--- config.mk ---
export PLATFORM = sky130hd
export DESIGN_NAME = arith_decode_unit
export DESIGN_NICKNAME = d
export VERILOG_FILES = /design/src/rtl/arith_decode_pkg.sv /design/src/rtl/ripple_adder.sv /design/src/rtl/arith_decode_unit.sv
export SDC_FILE = /design/constraint.sdc
export NUM_CORES = 1
export LEC_CHECK = 0
export ABC_CLOCK_PERIOD_IN_PS = 900
export CELL_PAD_IN_SITES_DETAIL_PLACEMENT = 0
export CELL_PAD_IN_SITES_GLOBAL_PLACEMENT = 1
export CORE_MARGIN = 10
export CORE_UTILIZATION = 46
export DETAILED_ROUTE_END_ITERATION = 8
export DONT_BUFFER_PORTS = 1
export HOLD_SLACK_MARGIN = 0.02
export PLACE_DENSITY_LB_ADDON = 0.05
export SETUP_SLACK_MARGIN = 0.15
export SYNTH_ARGS = -nofsm -noshare
export SYNTH_HDL_FRONTEND = slang
export SYNTH_HIERARCHICAL = 1
export SYNTH_SLANG_ARGS = --single-unit
--- constraint.sdc ---
create_clock -name clock -period 0.9 [get_ports clock]
set_input_delay 0.135 -clock clock [delete_from_list [all_inputs] [get_ports clock]]
set_output_delay 0.135 -clock clock [all_outputs]
set_load 0.02 [all_outputs]
--- src/rtl/arith_decode_pkg.sv ---
// rtl/arith_decode_pkg.sv - shared constants and types for the arith/decode slice
package arith_decode_pkg;

    localparam int WIDTH_DEFAULT = 8;

    // Unsigned magnitude compare result; exactly one field is set after a capture
    typedef struct packed {
        logic lt;
        logic eq;
        logic gt;
    } cmp_t;

endpackage

--- src/rtl/ripple_adder.sv ---
// rtl/ripple_adder.sv - combinational ripple-carry adder with carry-in and carry-out
module ripple_adder #(
    parameter int WIDTH = 8
) (
    input  logic [WIDTH-1:0] A,
    input  logic [WIDTH-1:0] B,
    input  logic             Cin,
    output logic [WIDTH-1:0] S,
    output logic             Cout
);

    logic [WIDTH:0] carry;

    assign carry[0] = Cin;

    genvar i;
    generate
        for (i = 0; i < WIDTH; i++) begin : g_bit
            // Full adder cell; each carry ripples into the next bit position
            assign S[i]       = A[i] ^ B[i] ^ carry[i];
            assign carry[i+1] = (A[i] & B[i]) | (carry[i] & (A[i] ^ B[i]));
        end
    endgenerate

    assign Cout = carry[WIDTH];

endmodule

--- src/rtl/arith_decode_unit.sv ---
// rtl/arith_decode_unit.sv - registered add, compare and one-hot decode slice
module arith_decode_unit
    import arith_decode_pkg::*;
#(
    parameter int WIDTH = WIDTH_DEFAULT
) (
    input  logic                     clock,
    input  logic                     clr,
    input  logic                     load,
    input  logic [WIDTH-1:0]         A,
    input  logic [WIDTH-1:0]         B,
    input  logic                     Cin,
    input  logic [$clog2(WIDTH)-1:0] DI,
    input  logic                     en,
    output logic [WIDTH-1:0]         S,
    output logic                     Cout,
    output logic                     AltB,
    output logic                     AeqB,
    output logic                     AgtB,
    output logic [WIDTH-1:0]         D
);

    localparam int SELW = $clog2(WIDTH);

    logic [WIDTH-1:0] sum;
    logic             carry_out;
    cmp_t             cmp;
    logic [WIDTH-1:0] dec;

    ripple_adder #(
        .WIDTH (WIDTH)
    ) u_adder (
        .A    (A),
        .B    (B),
        .Cin  (Cin),
        .S    (sum),
        .Cout (carry_out)
    );

    // Unsigned magnitude compare of the raw operands
    always_comb begin
        cmp    = '0;
        cmp.lt = (A < B);
        cmp.eq = (A == B);
        cmp.gt = (A > B);
    end

    // One-hot decode of the select index, gated to all-zero when disabled
    always_comb begin
        dec = '0;
        if (en) begin
            dec[DI] = 1'b1;
        end
    end

    // Output register bank: cleared asynchronously, captured together on load
    always_ff @(posedge clock or posedge clr) begin
        if (clr) begin
            S    <= '0;
            Cout <= 1'b0;
            AltB <= 1'b0;
            AeqB <= 1'b0;
            AgtB <= 1'b0;
            D    <= '0;
        end else if (load) begin
            S    <= sum;
            Cout <= carry_out;
            AltB <= cmp.lt;
            AeqB <= cmp.eq;
            AgtB <= cmp.gt;
            D    <= dec;
        end
    end

    // Select width is tied to WIDTH; this documents the relationship for readers
    if (SELW < 1) begin : g_width_check
        $error("arith_decode_unit: WIDTH must be at least 2");
    end

endmodule

==> qor.csv <==
metric,value,unit
status,finished with violations,
violated checks,"hold timing, setup timing",
synth top area cells,"dfrtp_1 (42%), fa_1 (13%), inv_1 (8.8%)",
vias in the first global route,1052,
PnR worst setup slack,-1990,ps
GRT Residual Overflow,0,
unrepaired setup endpoints after global routing,yes,
# diodes,0,
# rows,18,
switching share of power,28.9,%
CTS Root Cell,clkbuf_4,
Clock Latency Late Sink,300,ps
type of origin of the critical path,input port,
most common library cells after synthesis,"inv_1 (28), dfrtp_1 (20), mux2_2 (9)",
Syn. warnings,6,
port bufs,0,
Post-Synthesis Cells,111,
Synth Flop Type,dfrtp_1,
Die W,71.0,um
register area,500,um^2
final hold slack,-102,ps
minimum clock period after layout,2890,ps
"Hold Violations, Final",17,
Flop pwr share,37.0,%
crit end category,register,
Comb power frac,37.3,%
Hold WC Path Type,input port to register,
multi-input logic area,788,um^2
syn_area_per_cell,10.8,um^2
crit share post-route,321,%
fmax,0.346,GHz
slew margin rel.,80.4,%
"Seq/Total Area, Yosys",41.8,%
Max Slew Vio Count,0,
NetSw,0.861,mW
fraction of registers with async set/reset,100,%
remaining antenna violation count,0,
Post-synth EDFFs,0,
Final Skew,0,ps
DRT Pass-1 Iters,4,
crit path DAT,3160,ps
Sink Count,20,
cts hold-fix bufs,5,
maximum vdd drop,0.00155,V
Total Routing Usage GR,12.3,%
final setup TNS,-11130,ps
WP data required,1170,ps
layout cells sized above 1,55.0,%
pin count of the biggest net entering global routing,28,
Clk pwr share,25.8,%
Vias,949,
FILL cells,163,
Worst-Margin Slew,294,ps
pwr/cell area,1570,mW/mm^2
GP Congestion,0.784,
total wire length,3.18,mm
"count leader, synth",inv_1,
Critical Setup Path Class,input port to register,
num ports,44,
nets@finish,192,
largest area contributor in the netlist,dfrtp_1,
CTS max path bufs,2,
"Cell Area, Synth",0.00120,mm^2
post-synth cell types,20,
Clock transition at path regs,130,ps
Syn Nets,151,
initial antenna violation count,0,
P_leak,0.880,nW
Core Area,0.00248,mm^2
DR DRC count,0,
DP HPWL,2.34,mm
first-pass GRT wire length,5.13,mm
starting density of the core,48.4,%
H-tree levels,1,
P&R area growth vs syn,58.7,%
total power draw,2.98,mW
TritonCTS clock tree,built,
DR WL/cell,17.5,um
MaxCap Viol Count,0,
cts bufs inserted,3,
die height,71.0,um
vias per std cell,5.24,
1st-iter DRT viols,55,
Die Area,0.00505,mm^2
crit path max fanout,2,
Int Pwr,2.12,mW
endpoints failing setup,30,
Seq cells post-synth,20,
Synth top area share,41.8,%
repair_timing:
action,in CTS,in global routing
gates resized for setup,30,21
gates cloned,0,0
endpoints found under the hold margin,39,18
pin swaps,8,3
setup endpoints to repair,31,33
buffers inserted,2,7
stage by stage:
step / cells / utilization (%) / setup WS [ps] / hold slack [ps] / instance area (um^2)
final: 181 / 76.8 / -1990 / -102 / 1900
after global placement: 163 / 62.6 / -2340 / 74.3 / 1550
after floorplan: 111 / - / -2280 / 98.8 / 1340
after CTS: 174 / 72.2 / -2010 / -95.4 / 1790
after global routing: 181 / 76.8 / -2060 / -116 / 1900
after detailed placement: 163 / 62.6 / -2380 / 74.4 / 1550
cell families (layout without fill, tap and decap cells):
kind of cell	Yosys count	after routing	share of synthesized area [%]
buffers and inverters	31	71	9.92
multiplexers	9	9	8.46
AO/OA/AOI/OAI	16	16	9.71
AND/OR/NAND/NOR	19	19	8.46
adder cells (fa/ha/maj)	16	16	21.7
flip-flops	20	20	41.8
critical path, stage by stage:
cell    delay (ps)
fa_2           370
inv_2           60
fa_2           180
inv_2           40
fa_2           340
fa_2           350
fa_2           340
fa_2           340
fa_2           340
inv_2           60
fa_2           420
inv_2           50
mux2_4         120
layout by cell type (no fill, tap or decap), types with 2 or more instances in the layout:
cell type	Yosys	routed
nor2_1	3	3
inv_2	0	9
o32ai_1	2	2
fa_2	0	8
mux2_4	0	8
nand4_1	6	6
ha_4	0	7
inv_1	28	15
dlygate4sd3_1	0	3
a211oi_4	0	2
o21ai_0	8	4
dfrtp_1	20	20
nor2b_1	4	3
inv_8	0	2
buf_6	0	20
clkbuf_4	0	3
o21ai_1	0	4
buf_4	0	14
dlymetal6s4s_1	0	2
nand3_1	4	3
final cells by class:
type	instances	area share [%]
Multi-Input combinational cell	60	41.4
Sequential cell	20	26.3
Timing Repair Buffer	39	20.3
Inverter	28	7.24
Tap cell	30	1.97
Clock inverter	1	1.58
Clock buffer	3	1.18
registers in the layout, summed over array words and instances (netlist names):
register and count:
S 8, Cout 1, D 8, AgtB 1, AltB 1, AeqB 1
routing by layer:
metal	wire (um)	part of all wire [%]	global-route usage, %	up-vias
li1	-	-	-	439
met4	27	0.85	2.58	0
met3	344	11	5.16	4
met1	1220	38	14.1	461
met5	0	0	0	-
met2	1590	50	20.8	45
worst paths after layout:
check | slack [ps] | cells past startpoint | end | startpoint
setup reg to reg | -10 | 2 | S[7]$_DFFE_PP0P_ | S[7]$_DFFE_PP0P_
max in group asynchronous | 400 | 3 | S[4]$_DFFE_PP0P_ | clr
hold reg to reg | 550 | 1 | S[0]$_DFFE_PP0P_ | S[0]$_DFFE_PP0P_
hold / removal | -100 | 1 | D[1]$_DFFE_PP0P_ | load
min in group asynchronous | 270 | 3 | Cout$_DFFE_PP0P_ | clr
setup / recovery | -1990 | 13 | S[7]$_DFFE_PP0P_ | A[0]
power by group through the flow:
| stage | Clock (mW) | Sequential [mW] | Combinational [mW] |
|---|---|---|---|
| after detailed placement | 0 | 1.10 | 0.799 |
| after global placement | 0 | 1.09 | 0.777 |
| final | 0.767 | 1.10 | 1.11 |
| after global routing | 0.817 | 1.12 | 1.20 |
| after floorplan | 0 | 1.24 | 0.354 |
| after CTS | 0.768 | 1.10 | 0.975 |
No activity file was read; power rests on OpenSTA's default activity.
